[src/rtl/pd_bmc_rx.sv]
// USB-PD BMC receiver: synchronises the CC line, times edge-to-edge intervals,
// locks onto an alternating preamble and then streams decoded bits.
module pd_bmc_rx (
    input  logic clk,
    input  logic rst,
    input  logic phy_cc_signal,
    input  logic rx_en,
    output logic rx_bit_valid,
    output logic rx_bit,
    output logic rx_active,
    output logic rx_done,
    output logic rx_err
);

    typedef enum logic [1:0] {
        ST_IDLE      = 2'd0,
        ST_HUNT      = 2'd1,
        ST_DATA      = 2'd2,
        ST_WAIT_IDLE = 2'd3
    } state_t;

    state_t     state_q, state_d;
    logic       s1_q, s1_d, s2_q, s2_d, s3_q, s3_d;
    logic [4:0] cnt_q, cnt_d, pre_q, pre_d;
    logic       pend_q, pend_d, last_q, last_d;
    logic       valid_q, valid_d, bit_q, bit_d, active_q, active_d;
    logic       done_q, done_d, err_q, err_d;

    logic cc_edge, timeout, is_short, is_long;
    logic bit_done, bit_val, bad, pend_nxt, alt_ok;

    // Interval classification and half-bit pairing for the edge seen this cycle
    always_comb begin
        cc_edge  = s2_q ^ s3_q;
        timeout  = ~cc_edge & (cnt_q == 5'd24);
        is_short = (cnt_q >= 5'd3) && (cnt_q <= 5'd5);
        is_long  = (cnt_q >= 5'd6) && (cnt_q <= 5'd10);
        bit_done = 1'b0;
        bit_val  = 1'b0;
        bad      = 1'b0;
        pend_nxt = pend_q;
        if (is_short) begin
            bit_done = pend_q;
            bit_val  = pend_q;
            pend_nxt = ~pend_q;
        end else if (is_long) begin
            bit_done = ~pend_q;
            bad      = pend_q;
            pend_nxt = 1'b0;
        end else begin
            bad      = 1'b1;
            pend_nxt = 1'b0;
        end
        alt_ok = (pre_q == 5'd0) ? ~bit_val : (bit_val ^ last_q);
    end

    // Next-state and registered-output logic
    always_comb begin
        s1_d     = phy_cc_signal;
        s2_d     = s1_q;
        s3_d     = s2_q;
        state_d  = state_q;
        cnt_d    = cc_edge ? 5'd1 : ((cnt_q == 5'd31) ? cnt_q : cnt_q + 5'd1);
        pre_d    = pre_q;
        pend_d   = pend_q;
        last_d   = last_q;
        valid_d  = 1'b0;
        bit_d    = 1'b0;
        active_d = active_q;
        done_d   = 1'b0;
        err_d    = 1'b0;
        if (!rx_en) begin
            state_d  = ST_IDLE;
            cnt_d    = 5'd0;
            pre_d    = 5'd0;
            pend_d   = 1'b0;
            last_d   = 1'b0;
            active_d = 1'b0;
        end else begin
            case (state_q)
                ST_IDLE: begin
                    active_d = 1'b0;
                    if (cc_edge) begin
                        state_d = ST_HUNT;
                        pre_d   = 5'd0;
                        pend_d  = 1'b0;
                        last_d  = 1'b0;
                    end else begin
                        state_d = ST_IDLE;
                    end
                end
                ST_HUNT: begin
                    if (cc_edge) begin
                        pend_d = pend_nxt;
                        if (bad || (bit_done && !alt_ok)) begin
                            pre_d = 5'd0;
                        end else if (bit_done) begin
                            pre_d  = pre_q + 5'd1;
                            last_d = bit_val;
                            if (pre_q == 5'd15) begin
                                state_d  = ST_DATA;
                                active_d = 1'b1;
                            end else begin
                                state_d = ST_HUNT;
                            end
                        end else begin
                            pre_d = pre_q;
                        end
                    end else if (timeout) begin
                        state_d = ST_IDLE;
                    end else begin
                        state_d = ST_HUNT;
                    end
                end
                ST_DATA: begin
                    if (cc_edge) begin
                        if (bad) begin
                            err_d    = 1'b1;
                            active_d = 1'b0;
                            pend_d   = 1'b0;
                            state_d  = ST_WAIT_IDLE;
                        end else begin
                            valid_d = bit_done;
                            bit_d   = bit_done & bit_val;
                            pend_d  = pend_nxt;
                        end
                    end else if (timeout) begin
                        // A dangling half-bit is dropped without any error
                        done_d   = 1'b1;
                        active_d = 1'b0;
                        pend_d   = 1'b0;
                        state_d  = ST_IDLE;
                    end else begin
                        state_d = ST_DATA;
                    end
                end
                ST_WAIT_IDLE: begin
                    if (timeout) begin
                        state_d = ST_IDLE;
                    end else begin
                        state_d = ST_WAIT_IDLE;
                    end
                end
                default: begin
                    state_d  = ST_IDLE;
                    active_d = 1'b0;
                end
            endcase
        end
    end

    // State, synchroniser and output registers; the line idles high
    always_ff @(posedge clk or posedge rst) begin
        if (rst) begin
            s1_q     <= 1'b1;
            s2_q     <= 1'b1;
            s3_q     <= 1'b1;
            state_q  <= ST_IDLE;
            cnt_q    <= 5'd0;
            pre_q    <= 5'd0;
            pend_q   <= 1'b0;
            last_q   <= 1'b0;
            valid_q  <= 1'b0;
            bit_q    <= 1'b0;
            active_q <= 1'b0;
            done_q   <= 1'b0;
            err_q    <= 1'b0;
        end else begin
            s1_q     <= s1_d;
            s2_q     <= s2_d;
            s3_q     <= s3_d;
            state_q  <= state_d;
            cnt_q    <= cnt_d;
            pre_q    <= pre_d;
            pend_q   <= pend_d;
            last_q   <= last_d;
            valid_q  <= valid_d;
            bit_q    <= bit_d;
            active_q <= active_d;
            done_q   <= done_d;
            err_q    <= err_d;
        end
    end

    assign rx_bit_valid = valid_q;
    assign rx_bit       = bit_q;
    assign rx_active    = active_q;
    assign rx_done      = done_q;
    assign rx_err       = err_q;

endmodule

[config.mk]
export PLATFORM = sky130hd
export DESIGN_NAME = pd_bmc_rx
export DESIGN_NICKNAME = d
export VERILOG_FILES = /design/src/rtl/pd_bmc_rx.sv
export SDC_FILE = /design/constraint.sdc
export NUM_CORES = 1
export LEC_CHECK = 0
export BUFFER_PORTS_ARGS = -buffer_cell sky130_fd_sc_hd__buf_2
export CAP_MARGIN = 10
export CORE_ASPECT_RATIO = 1.4
export CORE_MARGIN = 2
export CORE_UTILIZATION = 49
export DETAILED_ROUTE_END_ITERATION = 7
export PLACE_DENSITY = 0.66
export SETUP_SLACK_MARGIN = 0.4
export SYNTH_ARGS = -nofsm -noshare
export SYNTH_HDL_FRONTEND = slang
export SYNTH_SLANG_ARGS = --single-unit
[constraint.sdc]
create_clock -name clk -period 1.95 [get_ports clk]
set_input_delay 0 -clock clk [delete_from_list [all_inputs] [get_ports clk]]
set_output_delay 0 -clock clk [all_outputs]
set_load 0.02 [all_outputs]
# Word level (Yosys, flattened, before mapping)
# Index checks and enable logic that the tools add are counted.
dict set report totals {
  ff_bits 22
  latchBits 0
  ram_bits 0
  romBits 0
  in_bits 4
  elab_cells 121
  memories 0
}
dict set report op_classes {
  add_sub_neg 2
  n_mul 0
  div_mod_pow 0
  n_lt_le_gt_ge 4
  n_eq_ne 19
  shifts 0
  muxes 64
  bitwise 7
  reduce_logical 12
}
# op count
set op_table {}
lappend op_table {{$mux W1} 42}
lappend op_table {{$mux W5} 8}
lappend op_table {{$ne A4 B4 Y1 const B} 5}
lappend op_table {{$mux W2} 9}
lappend op_table {{$ne A3 B3 Y1 const B} 6}
lappend op_table {{$add A5 B1 Y5 const B} 2}
lappend op_table {{$eq A5 B5 Y1 const B} 2}
lappend op_table {{$pmux W5 S2} 1}
lappend op_table {{$pmux W2 S4} 1}
lappend op_table {{$reduce_and A4 Y1} 2}
lappend op_table {{$reduce_and A7 Y1} 1}
lappend op_table {{$pmux W1 S3} 2}
lappend op_table {{$eq A5 B4 Y1 const B} 1}
lappend op_table {{$ge A5 B2 Y1 const B} 1}
lappend op_table {{$ge A5 B3 Y1 const B} 1}
lappend op_table {{$le A5 B3 Y1 const B} 1}
lappend op_table {{$le A5 B4 Y1 const B} 1}
lappend op_table {{$logic_not A5 Y1} 1}
lappend op_table {{$reduce_and A5 Y1} 1}
lappend op_table {{$eq A2 B2 Y1 const B} 2}
lappend op_table {{$ne A4 B1 Y1 const B} 1}
lappend op_table {{$logic_and A1 B1 Y1} 3}
lappend op_table {{$ne A3 B1 Y1 const B} 1}
lappend op_table {{$not A1 Y1} 3}
lappend op_table {{8 further kinds} 10}

# Longest topological paths before layout
# Gate-level depths: netlist of run 1.
dict set report logic_depth {
  depth_word 12
  mapped_depth 8
}

# Least setup slack after synthesis of run 1
# No wires, ideal clock.
dict set report synth_path {
  path_type {register to register}
  from {reg cnt_q[1]}
  to {reg state_q[0]}
  t_arrival_ps 1923
  required_ps 1825
  setup_slack_ps -98
  stages_incl_launch_ff 8
  synth_period_minus_slack_ps 2048
  cell_sequence {dfrtp_1 inv_1 ha_1 nand2b_1 o211a_2 and3_1 o32ai_2 mux2_4}
}
dict set report synth_via {
  elab_chain_len 10
}
# item line_no
set synth_rtl {}
lappend synth_rtl {{start, declared} 24} ;# logic [4:0] cnt_q, cnt_d, pre_q, pre_d;
lappend synth_rtl {{start signal, assigned} 173} ;# cnt_q <= cnt_d;
lappend synth_rtl {{$ge A5 B2 Y1 / $le A5 B3 Y1 (equally long branches)} 36} ;# is_short = (cnt_q >= 5'd3) && (cnt_q <= 5'd5);
lappend synth_rtl {{$logic_and A1 B1 Y1} 36}
lappend synth_rtl {{$mux W1} 42} ;# if (is_short) begin
lappend synth_rtl {{$xor A1 B1 Y1 / $not A1 Y1 (equally long branches)} 54} ;# alt_ok = (pre_q == 5'd0) ? ~bit_val : (bit_val ^ last_q);
lappend synth_rtl {{$mux W1} 54}
lappend synth_rtl {{$logic_not A1 Y1} 95} ;# if (bad || (bit_done && !alt_ok)) begin
lappend synth_rtl {{$logic_and A1 B1 Y1} 95}
lappend synth_rtl {{$logic_or A1 B1 Y1} 95}
lappend synth_rtl {{$ne A4 B4 Y1 (no line)} n/a}
lappend synth_rtl {{$reduce_and A3 Y1 (no line)} n/a}
lappend synth_rtl {{end signal, assigned} 172} ;# state_q <= state_d;
lappend synth_rtl {{end, declared} 22} ;# state_t state_q, state_d;
# Parallel ways exist; a longest one is shown, timed or not.
# A chain may end at the register's enable or synchronous reset.

# Worst setup path after layout of run 1
# Same ends and word-level chain as after synthesis.

==> results of run 1 <==
==> worst paths after layout <==
path / startpoint / end / slack [ns]
max: cnt_q[1] / state_q[0] / -0.03
min: rx_en / state_q[1] / 0.09
max reg2reg: cnt_q[1] / state_q[0] / -0.03
min reg2reg: s1_q / s2_q / 0.36
max in group asynchronous: rst / cnt_q[0] / 0.92
min in group asynchronous: rst / cnt_q[3] / 0.44
==> final cells by class <==
class | count | share of cell area (%)
clock inverters | 1 | 1.39
repair buffers | 46 | 17.2
well taps | 37 | 2.14
flip-flops and latches | 22 | 25.8
clock buffers | 3 | 1.91
multi-input cells | 108 | 49.5
inverters | 12 | 2.09
==> sequential cells by signal (all words and copies together) (netlist names) <==
signal / cells
rx_bit_valid: 1
cnt_q: 5
s1_q: 1
last_q: 1
s3_q: 1
rx_done: 1
rx_bit: 1
s2_q: 1
pre_q: 5
state_q: 2
pend_q: 1
rx_active: 1
rx_err: 1
==> stage by stage <==
step / util [%] / area (um^2) / setup WS [ns] / setup TNS, ns / std cells
after floorplan: - / 1500 / -0.00200 / -0.00200 / 145
after global placement: 61.1 / 1720 / -0.0237 / -0.0237 / 210
after detailed placement: 61.1 / 1720 / -0.0664 / -0.110 / 210
after CTS: 72.4 / 2040 / -0.0330 / -0.0466 / 225
after global routing: 76.6 / 2160 / -0.0946 / -0.382 / 229
final: 76.6 / 2160 / -0.0341 / -0.0886 / 229
==> report_power, final <==
part | internal, mW | switching, mW
clock network | 0.275 | 0.165
registers | 0.469 | 0.0177
logic | 0.123 | 0.127
total | 0.867 | 0.309
==> placed cells by master (no fill, tap or decap), drive strengths merged, types with 2 or more instances in the layout <==
cell type	n
nor2	15
buf	44
nor3	2
dfrtp	19
dfstp	3
mux2i	4
clkbuf	3
o22ai	2
nand4b	2
nor2b	4
dlygate4sd3	2
mux2	2
o31ai	3
a21oi	4
and3	3
nand2	12
o21ai	7
xor2	3
inv	12
a21boi	2
xnor2	2
nand3	7
nand2b	2
ha	12
or3	2
nor4b	2
o211ai	2
==> repair_timing <==
| item | in CTS | in global routing |
|---|---|---|
| setup buffers | 9 | 4 |
| hold buffers | 2 | 0 |
| pin swaps | 15 | 19 |
| endpoints found under the setup margin | 17 | 18 |
| gates resized for setup | 40 | 21 |
| hold endpoints to repair | 20 | 0 |
==> worst max-delay path: cells and delay by family (launching register included) <==
| family | cells | cell delay [ns] |
|---|---|---|
| and+or+nand+nor | 1 | 0.18 |
| adders and majority gates | 1 | 0.18 |
| DFF | 1 | 0.47 |
| muxes | 1 | 0.32 |
| AOI/OAI and AO/OA | 3 | 0.72 |
==> kinds of logic after synthesis <==
logic type	Yosys count	share of synthesized area [%]
AOI/OAI and AO/OA	31	15.8
DFF	22	38.7
muxes	6	4.89
adders and majority gates	12	10.5
buffers and inverters	15	5.68
xor gates and xnor gates	5	3.58
and+or+nand+nor	54	20.9
==> metal layers <==
layer | part of all wire, % | global-route usage, % | vias to the layer above
met5 | 0 | 0 | -
met3 | 2.4 | 2.84 | 13
li1 | - | - | 610
met4 | 2.8 | 10.8 | 0
met2 | 55 | 43.5 | 24
met1 | 40 | 26.6 | 618
==> summary.md, run 1 <==
| Metric | Value |
|---|---|
| Static Leak | 0.959 nW |
| Clock-pin slew on the worst setup and hold paths | 0.09 ns |
| Final net count | 209 |
| Share of layout cells above drive strength 1 | 54.2% |
| Drt first pass iters | 4 |
| Max-slew violations | 0 |
| WP data arrival | 2.15 ns |
| Starting Density | 50.8% |
| Iter 0 DRT Violations | 30 |
| GP Congestion | roughly 0.9 |
| Area delta synth->final | 50.7% |
| Core Region | 2820 um^2 |
| GRT Total Usage | a little under a quarter |
| Post-Synthesis Cells | between 100 and 150 |
| CTS max path bufs | 2 |
| Post-synth EDFFs | 0 |
| Clk_lat worst skew | 0.27 ns |
| Asr flop ratio synth | 100% |
| GRT Residual Overflow | 0 |
| Slew @ Worst Pin | 0.856 ns |
| Die width | between 40 and 50 um |
| R2r worst-path depth | 6 |
| Top-area cell type share of the netlist area | between 30% and 40% |
| DRC violations left | 0 |
| Clock sink count | 22 |
| WL final | between 3 and 4 mm |
| RSZ-0062 raised after global routing | yes |
| Final hold vios | 0 |
| Post-layout total power | 1.18 mW |
| Crit Path Class | reg -> reg |
| Cell taking the most area after synthesis | dfrtp_1 |
| Clk root buf | clkbuf_8 |
| Vias | 1265 |
| Top fanout value on the critical path | 6 |
| Setup crit end kind | register |
| First-pass GRT wire length | between 5 and 6 mm |
| Fillers | a little over 200 |
| Post-route minimum period | 1.98 ns |
| Critical path cell sequence | ha_4, a211o_1, o211a_4, and3_4, o32ai_4, mux2_4 |
| Maxcap violations | 0 |
| Hold Crit Depth | 3 |
| Die Span Y | just under 70 um |
| Power Density | 545 nW/um^2 |
| Maximum clock frequency | between 500 and 600 MHz |
| Die ar. | roughly 3400 um^2 |
| Synth Register Bits | 22 |
| CP required | 2.12 ns |
| Drt wl/cell | approximately 17 um |
| Vias in the first global route | 1309 |
| Io pins | 9 |
| Hold Slack | 0.0938 ns |
| Worst Hold Class | in -> reg |
| Synth Flop Type | dfrtp_1 |
| CP max stage delay | 0.47 ns |
| Syn Area/Cell | 9.88 um^2 |
| FP Rows | 23 |
| Nature of the critical path startpoint | register |
| Finish-stage setup viols | 3 |
| VDD IR max | 0.000551 V |
| DP HPWL | 2.46 mm |
| Area taken by flip-flops and latches | ~560 um^2 |
| Mapped cell area | 1430 um^2 |
| Synth area leaders | dfrtp_1 33%, ha_1 10%, dfstp_2 5.5% |
| Largest net degree at the start of global routing | 23 |
| Antenna Cells | 0 |
| H-tree depth | 1 |
| Yosys cell types | 45 |
| Via-per-instance ratio | about 5.5 |
| Post-DRT Antenna Nets | 0 |
| CTS buffer count | 3 |
| Register area share after synthesis | 38.7% |
| Yosys warns | 0 |
| Relative slew slack | 42.9% |
| Violated checks | setup timing |
| Syn_nets | roughly 160 |
| Area of the multi-input gates | 1070 um^2 |
| Top post-synthesis cells by count | 19 x dfrtp_1, 15 x nor2_1, 12 x ha_1, 12 x inv_1, 12 x nand2_1 |
| Initial antenna violation count | 0 |
| CTS tree | done |
| Most frequent cell after synthesis | dfrtp_1 |
| Final cycle utilization of the critical path | 102% |
| Outcome | finished, violations left |
| Port-buffer cells | 8 |
| Slowest CP cell | dfrtp_2 |
| Setup ws final | -0.0341 ns |
| Final Skew | between 0.009 and 0.01 ns |
Note: power is estimated with default switching activity, not from simulation.
==> run 2: changes to the inputs <==
--- a/config.mk
+++ b/config.mk
@@ -12,7 +12,7 @@
 export CORE_UTILIZATION = 49
 export DETAILED_ROUTE_END_ITERATION = 7
 export PLACE_DENSITY = 0.66
-export SETUP_SLACK_MARGIN = 0.4
+export SETUP_SLACK_MARGIN = 0.05
 export SYNTH_ARGS = -nofsm -noshare
 export SYNTH_HDL_FRONTEND = slang
 export SYNTH_SLANG_ARGS = --single-unit
==> summary.md, run 2 (synthesis gave the netlist of run 1 again) <==
| Metric | Value |
|---|---|
| Reg-to-reg startpoint | cnt_q[0] |
| Clock sink count | 22 |
| RSZ-0062 raised after global routing | yes |
| WL final | about 3.1 mm |
| Clk_lat worst skew | 0.27 ns |
| Largest net degree at the start of global routing | 14 |
| Drt wl/cell | 14.3 um |
| Fillers | 263 |
| Final hold vios | 0 |
| Max-slew violations | 0 |
| Top fanout value on the critical path | 6 |
| Vias in the first global route | 1196 |
| Place WS | -0.0791 ns |
| First-pass GRT wire length | 5.19 mm |
| Crit path to | state_q[0] |
| GRT Total Usage | 20.6% |
| Non-Filler Instances | 218 |
| Final net count | 198 |
| Post-layout total power | 1.09 mW |
| Area delta synth->final | 28.3% |
| GRT Residual Overflow | 0 |
| Flop2flop setup slack | -0.04 ns |
| Worst R2R End | state_q[0] |
| Vias | 1160 |
| Violated checks | setup timing |
| CTS tree | done |
| Finish-stage setup viols | 3 |
| Setup ws final | -0.0439 ns |
| Hold Slack | 0.0763 ns |
| Post-route cell area | between 1500 and 2000 um^2 |
| DP HPWL | 2.53 mm |
| Outcome | finished, violations left |
| Port-buffer cells | 8 |
| Nature of the critical path startpoint | register |
| Via-per-instance ratio | 5.32 |
| Io pins | 9 |
| CP startpoint | cnt_q[0] |
| WP data arrival | 2.15 ns |
| Iter 0 DRT Violations | 15 |
| CP required | 2.11 ns |
| FP Rows | 23 |
| Die Span Y | 68.0 um |
| Commonest non-fill, non-tap cell in the layout | buf_4 |
| Worst Hold Class | in -> reg |
| Core Region | approximately 2800 um^2 |
| Die ar. | 3380 um^2 |
| Die width | just under 50 um |
| Static Leak | roughly 0.84 nW |
| Commonest non-fill, non-tap cells in the layout | 24 x buf_4, 17 x dfrtp_1, 15 x nor2_1 |
| Initial antenna violation count | 0 |
| Crit Path Class | reg -> reg |
| Relative slew slack | 70.4% |
| CTS buffer count | 3 |
| Drt first pass iters | 4 |
| Power Density | 594 nW/um^2 |
| Maximum clock frequency | ~500 MHz |
| VDD IR max | roughly 0.00047 V |
| DRC violations left | 0 |
| R2r worst-path depth | 6 |
| Final cycle utilization of the critical path | 102% |
| Maxcap violations | 0 |
| Share of layout cells above drive strength 1 | 33.7% |
| Setup crit end kind | register |
| Antenna Cells | 0 |
| H-tree depth | 1 |
| Clock-pin slew on the worst setup and hold paths | 0.08 ns |
| CTS max path bufs | 2 |
| Post-route minimum period | 1.99 ns |
| Slew @ Worst Pin | ~0.44 ns |
| GP Congestion | around 0.8 |
| Post-DRT Antenna Nets | 0 |
| Dpl cells | 210 |
| Starting Density | 50.8% |
| Final Skew | 0.00258 ns |
| Largest registers | cnt_q (5), pre_q (5), state_q (2) |
| Area after DPL | about 1700 um^2 |
| Clk root buf | clkbuf_8 |
[run 2: changes by cell type in the layout (fill, tap and decap cells not counted), moves of 3 or more]
cell     delta
buf_6      -10
inv_2       -3
inv_1       +3
nor2_2      -5
o31ai_1     +3
o21ai_0     +5
ha_1        +4
nor2_1      +5
ha_4        -4
nand2_1     +3
o21ai_2     -3
[run 2: what timing repair did]
action	4_1_cts	5_1_grt
pin swaps	2	2
hold endpoints to repair	8	0
gates resized for setup	0	5
hold buffers	2	0
setup endpoints to repair	5	11
buffers inserted	2	0
gates cloned	0	0
[run 2: area by class of cell]
class	count	area [um^2]	area share, %
flip-flops and latches	22	557	30.3
inverters	12	45.0	2.45
clock inverters	1	30.0	1.63
repair buffers	35	251	13.7
well taps	37	46.3	2.52
multi-input cells	108	867	47.2
clock buffers	3	41.3	2.25
[run 2: worst min path at each step]
stage	from	endpoint	slack, ns	cells past startpoint
2_1_floorplan	rst	cnt_q[2]	-0.01	1
3_3_place_gp	rst	cnt_q[2]	0.001	2
3_5_place_dp	rst	cnt_q[2]	0.005	2
4_1_cts	rx_en	state_q[1]	0.07	3
5_1_grt	rx_en	state_q[1]	0.11	3
6_report	rx_en	state_q[1]	0.08	3
[run 2: per-layer routing]
layer | share of wire, % | track usage (%) | vias up
met5 | 0 | 0 | -
met2 | 57 | 41.0 | 8
met1 | 40 | 21.7 | 557
met3 | 1.2 | 2.62 | 6
li1 | - | - | 589
met4 | 1.9 | 8.33 | 0
[run 2: worst max-delay path: stages (launching register included)]
cell and delay, ns:
dfrtp_2 0.46, ha_2 0.21, nand2b_4 0.14, o211a_4 0.27, nor4b_4 0.38, o32ai_4 0.13, mux2_4 0.30
[run 2: per-stage QoR]
step	util [%]	TNS, ns
2_1_floorplan	-	-0.00514
3_3_place_gp	60.7	-0.0178
3_5_place_dp	60.7	-0.156
4_1_cts	64.5	-0.0834
5_1_grt	65.2	-0.544
6_report	65.2	-0.0983
[run 2: power breakdown]
part / total, mW / leakage, nW / switching [mW] / internal (mW)
Sequential: 0.484 / 0.291 / 0.0147 / 0.469
Combinational: 0.181 / 0.513 / 0.0941 / 0.0866
Clock: 0.427 / 0.0357 / 0.153 / 0.275
==> run 3: changes to the inputs <==
--- a/config.mk
+++ b/config.mk
@@ -5,13 +5,14 @@
 export SDC_FILE = /design/constraint.sdc
 export NUM_CORES = 1
 export LEC_CHECK = 0
-export BUFFER_PORTS_ARGS = -buffer_cell sky130_fd_sc_hd__buf_2
+export ABC_AREA = 1
+export BUFFER_PORTS_ARGS = -buffer_cell sky130_fd_sc_hd__buf_4
 export CAP_MARGIN = 10
 export CORE_ASPECT_RATIO = 1.4
 export CORE_MARGIN = 2
 export CORE_UTILIZATION = 49
 export DETAILED_ROUTE_END_ITERATION = 7
-export PLACE_DENSITY = 0.66
+export PLACE_DENSITY_LB_ADDON = 0.08
 export SETUP_SLACK_MARGIN = 0.05
 export SYNTH_ARGS = -nofsm -noshare
 export SYNTH_HDL_FRONTEND = slang
==> summary.md, run 3 <==
| Metric | Value |
|---|---|
| Outcome | finished clean |
| Finish-stage setup viols | 0 |
| CP max stage delay | approximately 0.42 ns |
| GRT Residual Overflow | 0 |
| Worst Hold Class | in -> reg |
| Power Density | 755 nW/um^2 |
| Most frequent cell after synthesis | nand2_1 |
| Yosys warns | 0 |
| Top fanout value on the critical path | 5 |
| Post-synth EDFFs | 0 |
| Syn_nets | around 200 |
| CTS tree | done |
| Nature of the critical path startpoint | register |
| Largest registers | cnt_q (5), pre_q (5), state_q (2) |
| Post-DRT Antenna Nets | 0 |
| Syn Area/Cell | 7.64 um^2 |
| Drt wl/cell | 12.0 um |
| Final net count | 218 |
| Post-route minimum period | 1.71 ns |
| First-pass GRT wire length | around 5.2 mm |
| WL final | around 2.9 mm |
| Cell taking the most area after synthesis | dfrtp_1 |
| Synth Register Bits | 22 |
| Crit-path leading delay family | simple AND/OR/NAND/NOR gates |
| VDD IR max | approximately 0.00040 V |
| Initial antenna violation count | 0 |
| Area delta synth->final | 15.1% |
| Die width | about 49 um |
| GRT Total Usage | 20.2% |
| Setup TNS | 0 ns |
| Synth area leaders | dfrtp_1 34%, nand2_1 12%, ha_1 11% |
| Relative slew slack | between 40 and 50% |
| Final hold vios | 0 |
| Crit Path Class | reg -> reg |
| DP HPWL | 2.18 mm |
| Top-area cell type share of the netlist area | 33.7% |
| Fillers | 265 |
| Register area share after synthesis | 39.2% |
| Largest net degree at the start of global routing | 23 |
| Maximum clock frequency | 585 MHz |
| Crit path buf inv count | 2 |
| Io pins | 9 |
| DRC violations left | 0 |
| Critical path cell sequence | inv_1, ha_1, inv_1, nand2_1, nand3_1, nand2_2, nand2_1, nand2_1, nand2_2, nand2_1, nor2_2, nand2_1, nand2_1, nand2_1 |
| Synth Flop Type | dfrtp_1 |
| Clock-pin slew on the worst setup and hold paths | 0.08 ns |
| Final Skew | 0.00175 ns |
| Static Leak | 0.811 nW |
| Final cycle utilization of the critical path | a little under 90% |
| RSZ-0062 raised after global routing | no |
| Starting Density | 50.1% |
| Clock sink count | 22 |
| Area after DPL | around 1500 um^2 |
| WP data arrival | approximately 1.9 ns |
| Hold Crit Depth | 3 |
| Share of layout cells above drive strength 1 | 19.4% |
| Max-slew violations | 0 |
| Slew @ Worst Pin | 0.833 ns |
| FP Rows | 23 |
| Post-route cell area | 1630 um^2 |
| Top post-synthesis cells by count | 45 x nand2_1, 25 x inv_1, 19 x dfrtp_1 |
| Vias in the first global route | 1237 |
| Iter 0 DRT Violations | 31 |
| CTS buffer count | 3 |
| CTS max path bufs | 2 |
| Yosys cell types | 21 |
| Mapped cell area | 1410 um^2 |
| Die ar. | ~3300 um^2 |
| Critical path depth | 14 |
| Slowest CP cell | dfrtp_2 |
| Antenna Cells | 0 |
| Maxcap violations | 0 |
| Post-Synthesis Cells | roughly 190 |
| Asr flop ratio synth | 100% |
| CP required | 2.11 ns |
| H-tree depth | 1 |
| Port-buffer cells | 8 |
| Clk root buf | clkbuf_8 |
| Core Region | between 2000 and 3000 um^2 |
| Most used cell, CP | nand2_1 |
| Setup crit end kind | register |
| Via-per-instance ratio | 5.16 |
| Drt first pass iters | 4 |
| Commonest non-fill, non-tap cell in the layout | nand2_1 |
| R2r worst-path depth | 14 |
| Die Span Y | 67.5 um |
| Clk_lat worst skew | 0.26 ns |
| Commonest non-fill, non-tap cells in the layout | 45 x nand2_1, 24 x inv_1, 18 x dfrtp_1 |
| GP Congestion | slightly below 0.9 |
| Vias | 1227 |
-- run 3: timing repair --
item | in CTS | in global routing
setup buffers | 0 | 2
gates resized for setup | 0 | 2
hold buffers | 2 | 0
hold endpoints to repair | 20 | 0
endpoints found under the setup margin | 0 | 3
-- run 3: cells by family after synthesis --
group	Yosys count	synth area share, %
adders and majority gates	12	10.6
and+or+nand+nor	100	33.0
xor gates and xnor gates	4	3.01
buffers and inverters	29	7.71
AOI/OAI and AO/OA	18	6.38
DFF	22	39.2
-- run 3: final timing paths --
check / from / endpoint / slack (ns)
min: rx_en / cnt_q[0] / 0.12
max reg2reg: cnt_q[0] / rx_active / 0.24
max in group asynchronous: rst / cnt_q[0] / 0.93
min in group asynchronous: rst / rx_err / 0.46
max: cnt_q[0] / rx_active / 0.24
min reg2reg: s1_q / s2_q / 0.36
-- run 3: worst min-delay path, delay by kind of cell --
family	cells	cell delay, ns
AOI/OAI and AO/OA	1	0.13
buffers and inverters	2	0.20
-- run 3: layer usage --
metal / vias to the layer above / wire length, um / GRT usage [%]
met3: 9 / 96 / 2.21
met4: 0 / 79 / 9.72
met2: 36 / 1550 / 38.7
met1: 561 / 1120 / 22.1
li1: 621 / - / -
met5: - / 0 / 0
-- run 3: layout make-up --
type | instances | area, um^2 | area share (%)
multi-input combinational | 134 | 749 | 46.1
tap | 37 | 46.3 | 2.85
clock inverter | 1 | 30.0 | 1.85
sequential | 22 | 556 | 34.2
inverter | 29 | 109 | 6.69
timing repair buffer | 12 | 95.1 | 5.85
clock buffer | 3 | 41.3 | 2.54
-- run 3: stage by stage --
stage	power, mW	utilization (%)	cells	hold slack [ns]	worst slack, ns
floorplan	0.730	-	185	-0.0130	0.443
global placement	0.807	53.9	230	0.109	0.198
detailed placement	0.806	53.9	230	0.109	0.177
CTS	1.24	57.1	236	0.106	0.160
global route	1.30	57.7	238	0.165	0.0795
finish	1.23	57.7	238	0.118	0.241
-- run 3: where the power goes --
part           total (mW)  internal, mW  switching, mW
registers           0.508         0.484         0.0235
logic               0.297         0.103          0.194
clock network       0.423         0.274          0.148
total                1.23         0.861          0.366
